## src/rtl/mips_pkg.sv

```systemverilog
// mips_pkg: shared definitions for the MIPS controllers.
//   - opcode / funct / rt codes of the supported ISA subset
//   - 5-bit ALU operation encodings
//   - datapath select encodings (pc_src, reg_dst, wb_sel, alu_src_a, alu_src_b)
//   - multi-cycle FSM state enum and the packed control-word struct
package mips_pkg;

    // Opcodes
    localparam logic [5:0] OP_RTYPE  = 6'h00;
    localparam logic [5:0] OP_REGIMM = 6'h01;
    localparam logic [5:0] OP_J      = 6'h02;
    localparam logic [5:0] OP_JAL    = 6'h03;
    localparam logic [5:0] OP_BEQ    = 6'h04;
    localparam logic [5:0] OP_BNE    = 6'h05;
    localparam logic [5:0] OP_BGTZ   = 6'h07;
    localparam logic [5:0] OP_ADDI   = 6'h08;
    localparam logic [5:0] OP_ADDIU  = 6'h09;
    localparam logic [5:0] OP_SLTI   = 6'h0A;
    localparam logic [5:0] OP_ANDI   = 6'h0C;
    localparam logic [5:0] OP_ORI    = 6'h0D;
    localparam logic [5:0] OP_LUI    = 6'h0F;
    localparam logic [5:0] OP_LW     = 6'h23;
    localparam logic [5:0] OP_SW     = 6'h2B;

    // REGIMM rt field selecting bgez
    localparam logic [4:0] RT_BGEZ   = 5'd1;

    // R-type funct codes
    localparam logic [5:0] FN_SLL    = 6'h00;
    localparam logic [5:0] FN_SRL    = 6'h02;
    localparam logic [5:0] FN_SRA    = 6'h03;
    localparam logic [5:0] FN_JR     = 6'h08;
    localparam logic [5:0] FN_MUL    = 6'h18;
    localparam logic [5:0] FN_ADD    = 6'h20;
    localparam logic [5:0] FN_ADDU   = 6'h21;
    localparam logic [5:0] FN_SUB    = 6'h22;
    localparam logic [5:0] FN_SUBU   = 6'h23;
    localparam logic [5:0] FN_AND    = 6'h24;
    localparam logic [5:0] FN_OR     = 6'h25;
    localparam logic [5:0] FN_NOR    = 6'h27;
    localparam logic [5:0] FN_SLT    = 6'h2A;

    // ALU operations
    localparam logic [4:0] ALU_ADD   = 5'd0;
    localparam logic [4:0] ALU_ADDU  = 5'd1;
    localparam logic [4:0] ALU_SUB   = 5'd2;
    localparam logic [4:0] ALU_SUBU  = 5'd3;
    localparam logic [4:0] ALU_AND   = 5'd4;
    localparam logic [4:0] ALU_OR    = 5'd5;
    localparam logic [4:0] ALU_NOR   = 5'd6;
    localparam logic [4:0] ALU_SLT   = 5'd7;
    localparam logic [4:0] ALU_SLL   = 5'd8;
    localparam logic [4:0] ALU_SRL   = 5'd9;
    localparam logic [4:0] ALU_SRA   = 5'd10;
    localparam logic [4:0] ALU_LUI   = 5'd11;
    localparam logic [4:0] ALU_MUL   = 5'd12;

    // pc_src
    localparam logic [1:0] PC_ALU    = 2'd0;
    localparam logic [1:0] PC_ALUOUT = 2'd1;
    localparam logic [1:0] PC_JUMP   = 2'd2;
    localparam logic [1:0] PC_RS     = 2'd3;

    // reg_dst
    localparam logic [1:0] RD_RT     = 2'd0;
    localparam logic [1:0] RD_RD     = 2'd1;
    localparam logic [1:0] RD_RA     = 2'd2;

    // wb_sel
    localparam logic [1:0] WB_ALUOUT = 2'd0;
    localparam logic [1:0] WB_MDR    = 2'd1;
    localparam logic [1:0] WB_PC     = 2'd2;
    localparam logic [1:0] WB_MUL    = 2'd3;

    // alu_src_a
    localparam logic [1:0] SRCA_PC    = 2'd0;
    localparam logic [1:0] SRCA_RS    = 2'd1;
    localparam logic [1:0] SRCA_SHAMT = 2'd2;

    // alu_src_b
    localparam logic [2:0] SRCB_RT     = 3'd0;
    localparam logic [2:0] SRCB_FOUR   = 3'd1;
    localparam logic [2:0] SRCB_IMM    = 3'd2;
    localparam logic [2:0] SRCB_IMM_SH = 3'd3;
    localparam logic [2:0] SRCB_ZERO   = 3'd4;

    typedef enum logic [3:0] {
        S_FETCH, S_DECODE, S_EXEC_R, S_EXEC_I, S_WB_R, S_WB_I,
        S_MEM_ADDR, S_MEM_RD, S_WB_MEM, S_MEM_WR, S_BRANCH,
        S_JUMP, S_JR, S_MUL_WAIT, S_TRAP
    } state_e;

    // One cycle's worth of controller outputs.
    typedef struct packed {
        logic       mem_req;
        logic       mem_we;
        logic       iord;
        logic       ir_write;
        logic       pc_write;
        logic [1:0] pc_src;
        logic       reg_write;
        logic [1:0] reg_dst;
        logic [1:0] wb_sel;
        logic [1:0] alu_src_a;
        logic [2:0] alu_src_b;
        logic       ext_zero;
        logic [4:0] alu_op;
        logic       mul_start;
        logic       instr_done;
        logic       illegal;
    } ctrl_t;

    function automatic logic is_shift(input logic [5:0] funct);
        return (funct == FN_SLL) || (funct == FN_SRL) || (funct == FN_SRA);
    endfunction

    // R-type functs that take the EXEC_R / WB_R path
    function automatic logic is_rtype_alu(input logic [5:0] funct);
        case (funct)
            FN_ADD, FN_ADDU, FN_SUB, FN_SUBU, FN_AND, FN_OR,
            FN_NOR, FN_SLT, FN_SLL, FN_SRL, FN_SRA: return 1'b1;
            default:                                return 1'b0;
        endcase
    endfunction

endpackage

```

## src/rtl/mips_multicycle_ctrl_if.sv

```systemverilog
// mips_multicycle_ctrl_if: controller <-> datapath/memory signal bundle.
//   master: the controller (drives selects/strobes, reads instr/flags/handshakes)
//   slave : the datapath side (drives instr, ALU flags, mem_ready, mul_done)
interface mips_multicycle_ctrl_if;
    logic [31:0] instr;
    logic        alu_zero;
    logic        alu_neg;
    logic        mem_ready;
    logic        mul_done;

    logic        mem_req;
    logic        mem_we;
    logic        iord;
    logic        ir_write;
    logic        pc_write;
    logic [1:0]  pc_src;
    logic        reg_write;
    logic [1:0]  reg_dst;
    logic [1:0]  wb_sel;
    logic [1:0]  alu_src_a;
    logic [2:0]  alu_src_b;
    logic        ext_zero;
    logic [4:0]  alu_op;
    logic        mul_start;
    logic        instr_done;
    logic        illegal;

    modport master (
        input  instr, alu_zero, alu_neg, mem_ready, mul_done,
        output mem_req, mem_we, iord, ir_write, pc_write, pc_src,
               reg_write, reg_dst, wb_sel, alu_src_a, alu_src_b,
               ext_zero, alu_op, mul_start, instr_done, illegal
    );

    modport slave (
        output instr, alu_zero, alu_neg, mem_ready, mul_done,
        input  mem_req, mem_we, iord, ir_write, pc_write, pc_src,
               reg_write, reg_dst, wb_sel, alu_src_a, alu_src_b,
               ext_zero, alu_op, mul_start, instr_done, illegal
    );
endinterface

```

## src/rtl/mips_alu_decode.sv

```systemverilog
// mips_alu_decode: combinational opcode/funct -> ALU operation map.
//   i_opcode, i_funct : instruction fields
//   o_alu_op          : 5-bit ALU operation
//   o_ext_zero        : immediate is zero-extended (andi/ori)
// Opcodes with no ALU meaning of their own (loads, stores, jumps) map to ADD.
module mips_alu_decode
    import mips_pkg::*;
(
    input  logic [5:0] i_opcode,
    input  logic [5:0] i_funct,
    output logic [4:0] o_alu_op,
    output logic       o_ext_zero
);

    always_comb begin
        o_alu_op   = ALU_ADD;
        o_ext_zero = 1'b0;
        if (i_opcode == OP_RTYPE) begin
            case (i_funct)
                FN_ADD:  o_alu_op = ALU_ADD;
                FN_ADDU: o_alu_op = ALU_ADDU;
                FN_SUB:  o_alu_op = ALU_SUB;
                FN_SUBU: o_alu_op = ALU_SUBU;
                FN_AND:  o_alu_op = ALU_AND;
                FN_OR:   o_alu_op = ALU_OR;
                FN_NOR:  o_alu_op = ALU_NOR;
                FN_SLT:  o_alu_op = ALU_SLT;
                FN_SLL:  o_alu_op = ALU_SLL;
                FN_SRL:  o_alu_op = ALU_SRL;
                FN_SRA:  o_alu_op = ALU_SRA;
                FN_MUL:  o_alu_op = ALU_MUL;
                default: o_alu_op = ALU_ADD;
            endcase
        end else begin
            case (i_opcode)
                OP_ADDI:  o_alu_op = ALU_ADD;
                OP_ADDIU: o_alu_op = ALU_ADDU;
                OP_SLTI:  o_alu_op = ALU_SLT;
                OP_LUI:   o_alu_op = ALU_LUI;
                OP_ANDI: begin
                    o_alu_op   = ALU_AND;
                    o_ext_zero = 1'b1;
                end
                OP_ORI: begin
                    o_alu_op   = ALU_OR;
                    o_ext_zero = 1'b1;
                end
                default:  o_alu_op = ALU_ADD;
            endcase
        end
    end

endmodule

```

## src/rtl/mips_multicycle_ctrl.sv

```systemverilog
// mips_multicycle_ctrl: multi-cycle MIPS control FSM.
//   clk, reset : rising-edge clock, synchronous active-high reset
//   bus        : controller side of mips_multicycle_ctrl_if
//                in : instr, alu_zero, alu_neg, mem_ready, mul_done
//                out: memory strobes, datapath selects, alu_op, mul_start,
//                     instr_done, illegal
// Outputs are decoded from the registered state plus instr and handshakes.
// MUL_MAX_CYCLES bounds the wait for mul_done before trapping.
module mips_multicycle_ctrl
    import mips_pkg::*;
#(
    parameter int MUL_MAX_CYCLES = 32
) (
    input  logic                   clk,
    input  logic                   reset,
    mips_multicycle_ctrl_if.master bus
);

    localparam int               CNT_W    = $clog2(MUL_MAX_CYCLES + 1);
    localparam logic [CNT_W-1:0] CNT_LAST = CNT_W'(MUL_MAX_CYCLES - 1);

    state_e           r_state;
    state_e           w_next;
    logic [CNT_W-1:0] r_mul_cnt;
    ctrl_t            w_ctrl;
    logic             w_taken;

    logic [5:0]       w_opcode;
    logic [5:0]       w_funct;
    logic [4:0]       w_rt;
    logic [4:0]       w_dec_alu_op;
    logic             w_dec_ext_zero;
    logic             w_unused;

    assign w_opcode = bus.instr[31:26];
    assign w_rt     = bus.instr[20:16];
    assign w_funct  = bus.instr[5:0];
    // rs/rd/shamt/imm are datapath concerns, not control
    assign w_unused = ^{bus.instr[25:21], bus.instr[15:6]};

    mips_alu_decode u_alu_decode (
        .i_opcode   (w_opcode),
        .i_funct    (w_funct),
        .o_alu_op   (w_dec_alu_op),
        .o_ext_zero (w_dec_ext_zero)
    );

    always_ff @(posedge clk) begin
        if (reset) begin
            r_state   <= S_FETCH;
            r_mul_cnt <= '0;
        end else begin
            r_state <= w_next;
            // counts MUL_WAIT cycles without mul_done; zero everywhere else,
            // so a zero count also marks the first MUL_WAIT cycle
            if (r_state == S_MUL_WAIT && !bus.mul_done)
                r_mul_cnt <= r_mul_cnt + CNT_W'(1);
            else
                r_mul_cnt <= '0;
        end
    end

    always_comb begin
        w_next  = r_state;
        w_ctrl  = '0;
        w_taken = 1'b0;

        unique case (r_state)
            S_FETCH: begin
                w_ctrl.mem_req   = 1'b1;
                w_ctrl.iord      = 1'b0;
                w_ctrl.alu_src_a = SRCA_PC;
                w_ctrl.alu_src_b = SRCB_FOUR;
                w_ctrl.alu_op    = ALU_ADD;
                if (bus.mem_ready) begin
                    w_ctrl.ir_write = 1'b1;
                    w_ctrl.pc_write = 1'b1;
                    w_ctrl.pc_src   = PC_ALU;
                    w_next          = S_DECODE;
                end
            end

            S_DECODE: begin
                // speculative branch target into ALUOut
                w_ctrl.alu_src_a = SRCA_PC;
                w_ctrl.alu_src_b = SRCB_IMM_SH;
                w_ctrl.alu_op    = ALU_ADD;
                case (w_opcode)
                    OP_RTYPE: begin
                        if (is_rtype_alu(w_funct))  w_next = S_EXEC_R;
                        else if (w_funct == FN_JR)  w_next = S_JR;
                        else if (w_funct == FN_MUL) w_next = S_MUL_WAIT;
                        else                        w_next = S_TRAP;
                    end
                    OP_ANDI, OP_ORI, OP_SLTI,
                    OP_ADDI, OP_ADDIU, OP_LUI:      w_next = S_EXEC_I;
                    OP_LW, OP_SW:                   w_next = S_MEM_ADDR;
                    OP_BEQ, OP_BNE, OP_BGTZ:        w_next = S_BRANCH;
                    OP_REGIMM:                      w_next = (w_rt == RT_BGEZ) ? S_BRANCH : S_TRAP;
                    OP_J, OP_JAL:                   w_next = S_JUMP;
                    default:                        w_next = S_TRAP;
                endcase
            end

            S_EXEC_R: begin
                w_ctrl.alu_src_a = is_shift(w_funct) ? SRCA_SHAMT : SRCA_RS;
                w_ctrl.alu_src_b = SRCB_RT;
                w_ctrl.alu_op    = w_dec_alu_op;
                w_next           = S_WB_R;
            end

            S_WB_R: begin
                w_ctrl.reg_write  = 1'b1;
                w_ctrl.reg_dst    = RD_RD;
                w_ctrl.wb_sel     = WB_ALUOUT;
                w_ctrl.instr_done = 1'b1;
                w_next            = S_FETCH;
            end

            S_EXEC_I: begin
                w_ctrl.alu_src_a = SRCA_RS;
                w_ctrl.alu_src_b = SRCB_IMM;
                w_ctrl.ext_zero  = w_dec_ext_zero;
                w_ctrl.alu_op    = w_dec_alu_op;
                w_next           = S_WB_I;
            end

            S_WB_I: begin
                w_ctrl.reg_write  = 1'b1;
                w_ctrl.reg_dst    = RD_RT;
                w_ctrl.wb_sel     = WB_ALUOUT;
                w_ctrl.instr_done = 1'b1;
                w_next            = S_FETCH;
            end

            S_MEM_ADDR: begin
                w_ctrl.alu_src_a = SRCA_RS;
                w_ctrl.alu_src_b = SRCB_IMM;
                w_ctrl.alu_op    = ALU_ADD;
                w_next           = (w_opcode == OP_SW) ? S_MEM_WR : S_MEM_RD;
            end

            S_MEM_RD: begin
                w_ctrl.mem_req = 1'b1;
                w_ctrl.iord    = 1'b1;
                if (bus.mem_ready) w_next = S_WB_MEM;
            end

            S_WB_MEM: begin
                w_ctrl.reg_write  = 1'b1;
                w_ctrl.reg_dst    = RD_RT;
                w_ctrl.wb_sel     = WB_MDR;
                w_ctrl.instr_done = 1'b1;
                w_next            = S_FETCH;
            end

            S_MEM_WR: begin
                w_ctrl.mem_req = 1'b1;
                w_ctrl.mem_we  = 1'b1;
                w_ctrl.iord    = 1'b1;
                if (bus.mem_ready) begin
                    w_ctrl.instr_done = 1'b1;
                    w_next            = S_FETCH;
                end
            end

            S_BRANCH: begin
                w_ctrl.alu_src_a = SRCA_RS;
                w_ctrl.alu_op    = ALU_SUB;
                // bgez/bgtz compare rs against zero
                w_ctrl.alu_src_b = (w_opcode == OP_BEQ || w_opcode == OP_BNE) ? SRCB_RT : SRCB_ZERO;
                case (w_opcode)
                    OP_BEQ:    w_taken = bus.alu_zero;
                    OP_BNE:    w_taken = !bus.alu_zero;
                    OP_REGIMM: w_taken = !bus.alu_neg;
                    OP_BGTZ:   w_taken = !bus.alu_neg && !bus.alu_zero;
                    default:   w_taken = 1'b0;
                endcase
                if (w_taken) begin
                    w_ctrl.pc_write = 1'b1;
                    w_ctrl.pc_src   = PC_ALUOUT;
                end
                w_ctrl.instr_done = 1'b1;
                w_next            = S_FETCH;
            end

            S_JUMP: begin
                w_ctrl.pc_write = 1'b1;
                w_ctrl.pc_src   = PC_JUMP;
                if (w_opcode == OP_JAL) begin
                    // PC already holds the return address (+4 done in FETCH)
                    w_ctrl.reg_write = 1'b1;
                    w_ctrl.reg_dst   = RD_RA;
                    w_ctrl.wb_sel    = WB_PC;
                end
                w_ctrl.instr_done = 1'b1;
                w_next            = S_FETCH;
            end

            S_JR: begin
                w_ctrl.pc_write   = 1'b1;
                w_ctrl.pc_src     = PC_RS;
                w_ctrl.instr_done = 1'b1;
                w_next            = S_FETCH;
            end

            S_MUL_WAIT: begin
                w_ctrl.mul_start = (r_mul_cnt == '0);
                // completion takes priority over the watchdog
                if (bus.mul_done) begin
                    w_ctrl.reg_write  = 1'b1;
                    w_ctrl.reg_dst    = RD_RD;
                    w_ctrl.wb_sel     = WB_MUL;
                    w_ctrl.instr_done = 1'b1;
                    w_next            = S_FETCH;
                end else if (r_mul_cnt == CNT_LAST) begin
                    w_next = S_TRAP;
                end
            end

            S_TRAP: begin
                w_ctrl.illegal = 1'b1;
            end

            default: w_next = S_FETCH;
        endcase

        // In the reset cycle only the FETCH selects are shown; no strobe or
        // write escapes from whatever state was interrupted.
        if (reset) begin
            w_ctrl           = '0;
            w_ctrl.alu_src_a = SRCA_PC;
            w_ctrl.alu_src_b = SRCB_FOUR;
            w_ctrl.alu_op    = ALU_ADD;
            w_next           = S_FETCH;
        end
    end

    assign bus.mem_req    = w_ctrl.mem_req;
    assign bus.mem_we     = w_ctrl.mem_we;
    assign bus.iord       = w_ctrl.iord;
    assign bus.ir_write   = w_ctrl.ir_write;
    assign bus.pc_write   = w_ctrl.pc_write;
    assign bus.pc_src     = w_ctrl.pc_src;
    assign bus.reg_write  = w_ctrl.reg_write;
    assign bus.reg_dst    = w_ctrl.reg_dst;
    assign bus.wb_sel     = w_ctrl.wb_sel;
    assign bus.alu_src_a  = w_ctrl.alu_src_a;
    assign bus.alu_src_b  = w_ctrl.alu_src_b;
    assign bus.ext_zero   = w_ctrl.ext_zero;
    assign bus.alu_op     = w_ctrl.alu_op;
    assign bus.mul_start  = w_ctrl.mul_start;
    assign bus.instr_done = w_ctrl.instr_done;
    assign bus.illegal    = w_ctrl.illegal;

endmodule

```

## src/flat_wrapper.sv

```systemverilog
// flat-port wrapper written by rule: the top's interface ports become plain ports
module mips_multicycle_ctrl_flat import mips_pkg::*;
#(
    parameter int MUL_MAX_CYCLES = 32
)
  (clk, reset, bus_instr, bus_alu_zero, bus_alu_neg, bus_mem_ready, bus_mul_done, bus_mem_req, bus_mem_we, bus_iord, bus_ir_write, bus_pc_write, bus_pc_src, bus_reg_write, bus_reg_dst, bus_wb_sel, bus_alu_src_a, bus_alu_src_b, bus_ext_zero, bus_alu_op, bus_mul_start, bus_instr_done, bus_illegal);
  mips_multicycle_ctrl_if bus_i ();
  input  logic clk;
  input  logic reset;
  input wire logic [$bits(bus_i.instr)-1:0] bus_instr;
  input wire logic [$bits(bus_i.alu_zero)-1:0] bus_alu_zero;
  input wire logic [$bits(bus_i.alu_neg)-1:0] bus_alu_neg;
  input wire logic [$bits(bus_i.mem_ready)-1:0] bus_mem_ready;
  input wire logic [$bits(bus_i.mul_done)-1:0] bus_mul_done;
  output wire logic [$bits(bus_i.mem_req)-1:0] bus_mem_req;
  output wire logic [$bits(bus_i.mem_we)-1:0] bus_mem_we;
  output wire logic [$bits(bus_i.iord)-1:0] bus_iord;
  output wire logic [$bits(bus_i.ir_write)-1:0] bus_ir_write;
  output wire logic [$bits(bus_i.pc_write)-1:0] bus_pc_write;
  output wire logic [$bits(bus_i.pc_src)-1:0] bus_pc_src;
  output wire logic [$bits(bus_i.reg_write)-1:0] bus_reg_write;
  output wire logic [$bits(bus_i.reg_dst)-1:0] bus_reg_dst;
  output wire logic [$bits(bus_i.wb_sel)-1:0] bus_wb_sel;
  output wire logic [$bits(bus_i.alu_src_a)-1:0] bus_alu_src_a;
  output wire logic [$bits(bus_i.alu_src_b)-1:0] bus_alu_src_b;
  output wire logic [$bits(bus_i.ext_zero)-1:0] bus_ext_zero;
  output wire logic [$bits(bus_i.alu_op)-1:0] bus_alu_op;
  output wire logic [$bits(bus_i.mul_start)-1:0] bus_mul_start;
  output wire logic [$bits(bus_i.instr_done)-1:0] bus_instr_done;
  output wire logic [$bits(bus_i.illegal)-1:0] bus_illegal;
  assign bus_i.instr = bus_instr;
  assign bus_i.alu_zero = bus_alu_zero;
  assign bus_i.alu_neg = bus_alu_neg;
  assign bus_i.mem_ready = bus_mem_ready;
  assign bus_i.mul_done = bus_mul_done;
  assign bus_mem_req = bus_i.mem_req;
  assign bus_mem_we = bus_i.mem_we;
  assign bus_iord = bus_i.iord;
  assign bus_ir_write = bus_i.ir_write;
  assign bus_pc_write = bus_i.pc_write;
  assign bus_pc_src = bus_i.pc_src;
  assign bus_reg_write = bus_i.reg_write;
  assign bus_reg_dst = bus_i.reg_dst;
  assign bus_wb_sel = bus_i.wb_sel;
  assign bus_alu_src_a = bus_i.alu_src_a;
  assign bus_alu_src_b = bus_i.alu_src_b;
  assign bus_ext_zero = bus_i.ext_zero;
  assign bus_alu_op = bus_i.alu_op;
  assign bus_mul_start = bus_i.mul_start;
  assign bus_instr_done = bus_i.instr_done;
  assign bus_illegal = bus_i.illegal;
  mips_multicycle_ctrl #(.MUL_MAX_CYCLES(MUL_MAX_CYCLES)) u_core (.clk(clk), .reset(reset), .bus(bus_i));
endmodule
```

## config.mk

```make
export PLATFORM = sky130hd
export DESIGN_NAME = mips_multicycle_ctrl_flat
export DESIGN_NICKNAME = d
export VERILOG_FILES = /design/src/rtl/mips_pkg.sv /design/src/rtl/mips_multicycle_ctrl_if.sv /design/src/rtl/mips_alu_decode.sv /design/src/rtl/mips_multicycle_ctrl.sv /design/src/flat_wrapper.sv
export SDC_FILE = /design/constraint.sdc
export NUM_CORES = 1
export LEC_CHECK = 0
export BUFFER_PORTS_ARGS = -buffer_cell sky130_fd_sc_hd__clkbuf_2
export CAP_MARGIN = 0
export CORE_MARGIN = 2
export CORE_UTILIZATION = 49
export DETAILED_ROUTE_END_ITERATION = 10
export PLACE_DENSITY_LB_ADDON = 0.08
export SYNTH_ARGS = -nofsm -noshare
export SYNTH_HDL_FRONTEND = slang
export SYNTH_SLANG_ARGS = --single-unit
export TNS_END_PERCENT = 30
```

## constraint.sdc

```tcl
create_clock -name clk -period 2.8 [get_ports clk]
set_input_delay 0.56 -clock clk [delete_from_list [all_inputs] [get_ports clk]]
set_output_delay 0.56 -clock clk [all_outputs]
set_load 0.03 [all_outputs]
```

# Word-level counts from Yosys, hierarchy flattened

Cells that the tools add are included.

Add/subtract/negate cells: 1
Equality and inequality tests: 46
Mux-type cells: 43
Bitwise operators: 2
Reductions and logical operators: 25

Operators by type and width:

| kind                 | number |
|---|---|
| $eq A6 B6 Y1 const B | 10 |
| $pmux W5 S5          | 2 |
| $pmux W4 S11         | 1 |
| $eq A6 B4 Y1 const B | 7 |
| $mux W4              | 9 |
| $pmux W4 S9          | 1 |
| $eq A4 B4 Y1 const B | 7 |
| $mux W26             | 1 |
| $eq A6 B2 Y1 const B | 4 |
| $pmux W4 S6          | 1 |
| $pmux W4 S5          | 1 |
| $eq A6 B3 Y1 const B | 3 |
| $logic_not A6 Y1     | 3 |
| $eq A4 B3 Y1 const B | 4 |
| $mux W1              | 15 |
| $mux W5              | 3 |
| $reduce_or A2 Y1     | 7 |
| $eq A6 B5 Y1 const B | 2 |
| $pmux W3 S4          | 1 |
| $reduce_or A6 Y1     | 2 |
| $reduce_or A11 Y1    | 1 |
| $pmux W5 S2          | 1 |
| $mux W3              | 3 |
| $eq A4 B2 Y1 const B | 2 |
| other kinds (16)     | 26 |

Register bits after elaboration: 10
Bits of input ports: 38
Output and inout port bits: 26
Word-level logic and storage cells: 119

# Longest topological paths before layout

Gate-level depths: netlist of run 1.

Depth in word-level cells: 8
Gate-level depth with buffers: 7
Mapped depth without buffers: 6

# By module

Synthesis of run 1 repeated with hierarchy kept, for this count alone.

Cell total of the unflattened synthesis: 236
Area total of the unflattened synthesis: 1647.8 sq um

By module, submodules not included:

| module               | times used | cells each | area each (sq um) | seq. area each (sq um) |
|---|---|---|---|---|
| mips_multicycle_ctrl | 1          | 193        | 1362.6            | 200.2 |
| mips_alu_decode      | 1          | 43         | 285.3             | 0.0 |

# Worst setup path after synthesis of run 1

Ideal clock, no wire load.

Path type: input -> output
From: in bus_instr[31]
To: out bus_reg_write
Arrival time: 2.482 ns
Data required time: 2.240 ns
Path slack: -0.242 ns
Stages: 5
Buffers on the path: 1
Path through: clkbuf_1 -> or2_2 -> nor4_1 -> a21oi_1 -> o31ai_1

Word-level cells in the longest chain between the ends: 4

RTL lines:

| item         | RTL line                    | source |
|---|---|---|
| from (decl)  | flat_wrapper.sv:10          | `input wire logic [$bits(bus_i.instr)-1:0] bus_instr;` |
| $eq A6 B2 Y1 | mips_multicycle_ctrl.sv:190 | `if (w_opcode == OP_JAL) begin` |
| $mux W5      | mips_multicycle_ctrl.sv:190 |  |
| $pmux W5 S5  | mips_multicycle_ctrl.sv:68  | `unique case (r_state)` |
| $mux W26     | mips_multicycle_ctrl.sv:230 | `if (reset) begin` |
| to (decl)    | flat_wrapper.sv:21          | `output wire logic [$bits(bus_i.reg_write)-1:0] bus_reg_write;` |

No other way between the ends.

# Worst setup path in the final report of run 1

From: reg u_core.r_state[0]
To: out bus_reg_write

Word-level cells in the longest chain between the ends: 3
Elaborated cells between the ends (all ways): 7
Classes of those cells: eq/ne: 5; mux: 2

RTL lines:

| item                                                | RTL line                    | source |
|---|---|---|
| from (decl)                                         | mips_multicycle_ctrl.sv:22  | `state_e r_state;` |
| from (signal assigned)                              | mips_multicycle_ctrl.sv:53  | `r_state <= w_next;` |
| $eq A4 B4 Y1 / $eq A4 B3 Y1 (equally long branches) | mips_multicycle_ctrl.sv:68  |  |
| $pmux W5 S5 *                                       | mips_multicycle_ctrl.sv:68  |  |
| $mux W26 *                                          | mips_multicycle_ctrl.sv:230 |  |

Every way passes the cells marked *; elsewhere a longest branch is shown, timed or not.

==> results of run 1 <==
==> registers in the layout, indices dropped and copies added, names as in the netlist <==
signal and cells:
u_core.r_state 4, u_core.r_mul_cnt 6
==> cell usage after synthesis, types with 2 or more instances <==
library cell and count:
buf_4 3, ha_1 2, nand2b_1 10, a311oi_1 3, inv_1 11, o21a_1 3, dfxtp_1 10, or2_2 3
or3_1 5, o21bai_1 2, xor2_1 2, nand3_1 9, nand3b_1 2, a21oi_1 16, clkbuf_1 10, nor2b_1 11
and3_1 3, a221oi_1 5, buf_2 2, nand4b_1 2, a31oi_1 4, nor2_1 27, nand2_1 14, xnor2_1 4
nor3_1 10, o21ai_0 9, nor4_1 3, nand4_1 2
==> report_power, final <==
part           leakage (nW)  internal [mW]  switching, mW
clock                0.0138         0.0490         0.0389
sequential           0.0812          0.165         0.0616
combinational         0.666          0.303          0.434
==> metrics by stage <==
| step | hold WS, ps | utilization [%] | area [sq um] |
|---|---|---|---|
| after detailed placement | 461 | 60.1 | 1810 |
| after global routing | 497 | 60.9 | 1830 |
| after global placement | 448 | 60.1 | 1810 |
| after floorplan | 430 | - | 1520 |
| final | 463 | 60.9 | 1830 |
| after CTS | 474 | 60.9 | 1830 |
==> path summary, 6_finish.rpt <==
check,depth (start not counted),slack (ps),startpoint,end
worst max register to register,6,780,u_core.r_state[3],u_core.r_state[3]
worst min register to register,1,460,u_core.r_mul_cnt[0],u_core.r_mul_cnt[0]
worst min-delay path,1,460,u_core.r_mul_cnt[0],u_core.r_mul_cnt[0]
worst max-delay path,5,160,u_core.r_state[0],bus_reg_write
==> cell families (layout without fill, tap and decap cells) <==
kind of cell,after synthesis,in the layout,synth area share (%)
buf+inv,27,72,7.60
simple gates,115,115,42.4
xor+xnor,6,6,3.47
flops,10,10,13.2
compound gates,61,61,30.0
other cells,1,1,0.248
fa+ha+maj,2,2,1.65
mux,2,2,1.40
==> layer usage <==
metal  GRT usage (%)  wire length (um)  up-vias
met5               0                 0        -
met3            3.28               274        4
met4            5.08                29        0
li1                -                 -      914
met2            37.7              1780       77
met1            34.3              1950      792
==> cell type report <==
| type | instances | area [sq um] |
|---|---|---|
| Tap cell | 33 | 41.3 |
| Timing Repair Buffer | 58 | 318 |
| Multi-Input combinational cell | 187 | 1200 |
| Clock buffer | 3 | 22.5 |
| Sequential cell | 10 | 200 |
| Fill cell | 305 | 1170 |
| Inverter | 11 | 41.3 |
==> flow_summary.toml, run 1 <==
[status]
status = "finished clean"

[clock_tree]
clock_path_buffers = 2
holdBufCountCts = 0
cts-resized-gates = 0
numCtsBuffers = 3
cts.htree.levels = 1
path_clk_slew_ps = 50
tritoncts = "built"
cts-root-buf = "clkbuf_4"
post-cts-setup-buffers = 0
clkLatencyLatePin_ps = 250
cts.sinks = 10

[pwr]
power_mw = 1.05
pwr_density_cell_nw_per_um2 = 575
leakagePower_nw = 0.761
ir_drop_mv = 0.305

[sta]
worst_slack_ps = 156
timing.final.crit_share_pct = 94.4
period_needed_ps = 2640
hold_violations = 0
fmax_mhz = 378
clock_skew_ps = 0.886
setup_viol = 0
tns_ps = 0
rsz0062_at_grt = "false"
slew_viol_final = 0

[worst_setup_path]
worstPathMaxFanout = 13
cp_data_arrival_time_ps = 2080
end_kind = "output pin"
slowest_stage = "dfxtp_1"
cp_top_family = "simple AND/OR/NAND/NOR gates"
path_class = "reg -> out"
crit_required_ps = 2240
critPathMaxStageDelay_ps = 580
crit_buf_inv = 1
startpoint_type = "flop"
path_cells = "or2b_4 > nor3_1 > a21oi_1 > o31ai_1 > clkbuf_2"

[drt]
firstDrtPassIters = 4
wl_per_cell_um = 13.4
finalWirelength_um = 4040
num_vias = 1787
drtIter0Drc = 109
drc = 0
viasPerCell = 5.92
final_antenna_net_count = 0

[placement]
hpwl_um = 3120
io_buffers = 47
post-place-ws_ps = 231
dp.cells = 299
gp_congestion = 0.871

[layout]
fin_nets = 311
final_cell_mix = "47 x clkbuf_2, 27 x nor2_1, 16 x a21oi_1"
final_common_cell = "clkbuf_2"
syn_to_final_growth_pct = 20.7
fin_cells = 302
n_antenna_cell = 0
drive_above_1_share_pct = 28.3

[floorplan]
dieArea_sq_um = 3550
io_pins = 64
start_util_pct = 50.4
die_w_um = 59.6
core_sq_um = 3000
placement_rows = 20
chipHeight_um = 59.6

[job]
cap_violations = 0

[global_route]
grt-ovfl-total = 0
first_global_vias = 1522
antenna_found_initial = 0
track_usage_pct = 23.8
grt_pass1_wl_um = 6630
grt_max_degree = 15

[synth]
ys.flop_type = "dfxtp_1"
yosys.area.top_type = "dfxtp_1"
ys_seq_elements = 10
mappedNetlistNets = 264
synth_area_sq_um = 1510
synth-async-reset-ratio_pct = 0
netlist_instances = 224
synth_cell_type_count = 65
synth_edf_count = 0
synth.area.top_cells = "dfxtp_1 13%, nor2_1 6.7%, a21oi_1 5.3%"
ys_warn_count = 0
synth_top_area_share_pct = 13.2
synth-seq-area-share_pct = 13.2
avgSynthCellArea_sq_um = 6.76

[worst_hold_path]
min_path_type = "reg -> reg"
Note: power is estimated with default switching activity, not from simulation.
==> inputs of run 2 (changes only) <==
CORE_MARGIN = 4   (was 2)
SKIP_LAST_GASP = 1   (was default)
==> run 2 against run 1 <==
  * Count of clock-buffer cells in the layout unchanged
  * Non-clock buffer count fell by 3
  * Die area increased by 14%
==> flow_summary.toml, run 2 (synthesis gave the netlist of run 1 again) <==
[global_route]
track_usage_pct = 21.2
grt-ovfl-total = 0
antenna_found_initial = 0
grt_util_met2_pct = 32.9
grt_pass1_wl_um = 7100
first_global_vias = 1553
gr-usage-met1_pct = 30.1
gr-max-usage-layer = "met2"
grt_max_degree = 19
grt_util_met3_pct = 2.66

[drt]
final_antenna_net_count = 0
drtIter0Drc = 192
drc = 0
firstDrtPassIters = 5
num_vias = 1780
viasPerCell = 5.99
wl_per_cell_um = 14.2
finalWirelength_um = 4200

[clock_tree]
path_clk_slew_ps = 60
numCtsBuffers = 3
cts-resized-gates = 0
clock_path_buffers = 2
tritoncts = "built"
cts.htree.levels = 1
holdBufCountCts = 0
cts.sinks = 10
clkLatencyLatePin_ps = 260
post-cts-setup-buffers = 0
cts-root-buf = "clkbuf_4"

[sta]
holdWs_ps = 467
period_needed_ps = 2640
timing.final.crit_share_pct = 94.2
slew_viol_final = 0
worst_slack_ps = 162
rsz0062_at_grt = "false"
clock_skew_ps = 1.59
setup_viol = 0
fmax_mhz = 379
hold_violations = 0

[worst_setup_path]
cp_data_arrival_time_ps = 2080
path_class = "reg -> out"
worstPathMaxFanout = 11
startpoint_type = "flop"
crit_required_ps = 2240
end_kind = "output pin"

[pwr]
power_mw = 1.06
ir_drop_mv = 0.378
leakagePower_nw = 0.747
pwr_density_cell_nw_per_um2 = 587

[layout]
utilization_pct = 63.2
final_cell_mix = "47 x clkbuf_2, 27 x nor2_1, 16 x a21oi_1"
drive_above_1_share_pct = 27.4
syn_to_final_growth_pct = 19.1
largest_reg_flops = 6
largestRegisters = "u_core.r_mul_cnt x6, u_core.r_state x4"
fin_nets = 308
final_common_cell = "clkbuf_2"
registers.top_by_ff_count = "u_core.r_mul_cnt"
n_antenna_cell = 0

[status]
status = "finished clean"

[job]
cap_violations = 0

[floorplan]
die_w_um = 63.6
placement_rows = 19
chipHeight_um = 63.6
dieArea_sq_um = 4040
start_util_pct = 53.1
core_sq_um = 2850
io_pins = 64

[placement]
gp_congestion = 0.866
hpwl_um = 3300
io_buffers = 47
post-place-ws_ps = 231

[worst_hold_path]
min_path_type = "reg -> reg"
-- run 2: cell count changes in the layout (fill, tap and decap cells not counted) --
cell,delta
buf_4,-3
-- run 2: through the flow --
| stage | TNS (ps) | cell area (sq um) | std cells |
|---|---|---|---|
| 6_report | 0 | 1800 | 297 |
| 3_5_place_dp | 0 | 1780 | 294 |
| 2_1_floorplan | -96.8 | 1520 | 224 |
| 5_1_grt | 0 | 1800 | 297 |
| 3_3_place_gp | 0 | 1780 | 294 |
| 4_1_cts | 0 | 1800 | 297 |
-- run 2: per-layer routing --
metal  share of wire, %  vias up
li1                   -      903
met1                 47      790
met2                 45       81
met3                7.2        6
met4                1.2        0
met5                  0        -
-- run 2: cell type report --
| class | instances | area [sq um] |
|---|---|---|
| multi-input cells | 187 | 1200 |
| fillers | 312 | 1050 |
| repair buffers | 55 | 295 |
| flip-flops and latches | 10 | 200 |
| inverters | 11 | 41.3 |
| well taps | 31 | 38.8 |
| clock buffers | 3 | 22.5 |
-- run 2: report_power, final --
group	switching [mW]	internal (mW)
sequential	0.0500	0.165
clock	0.0452	0.0495
combinational	0.455	0.293
total	0.550	0.508
-- run 2: worst max-delay path: stages (launching register included) --
cell      delay [ps]
dfxtp_1          540
or2b_2           420
or3_1            460
o32ai_1          150
clkbuf_2         250
-- run 2: path summary, 6_finish.rpt --
check / from / endpoint / slack [ps] / cells after the start
worst min register to register: u_core.r_mul_cnt[0] / u_core.r_mul_cnt[0] / 470 / 1
worst max-delay path: u_core.r_state[3] / bus_pc_src[0] / 160 / 4
worst max register to register: u_core.r_state[3] / u_core.r_state[3] / 710 / 6
worst min-delay path: u_core.r_mul_cnt[0] / u_core.r_mul_cnt[0] / 470 / 1
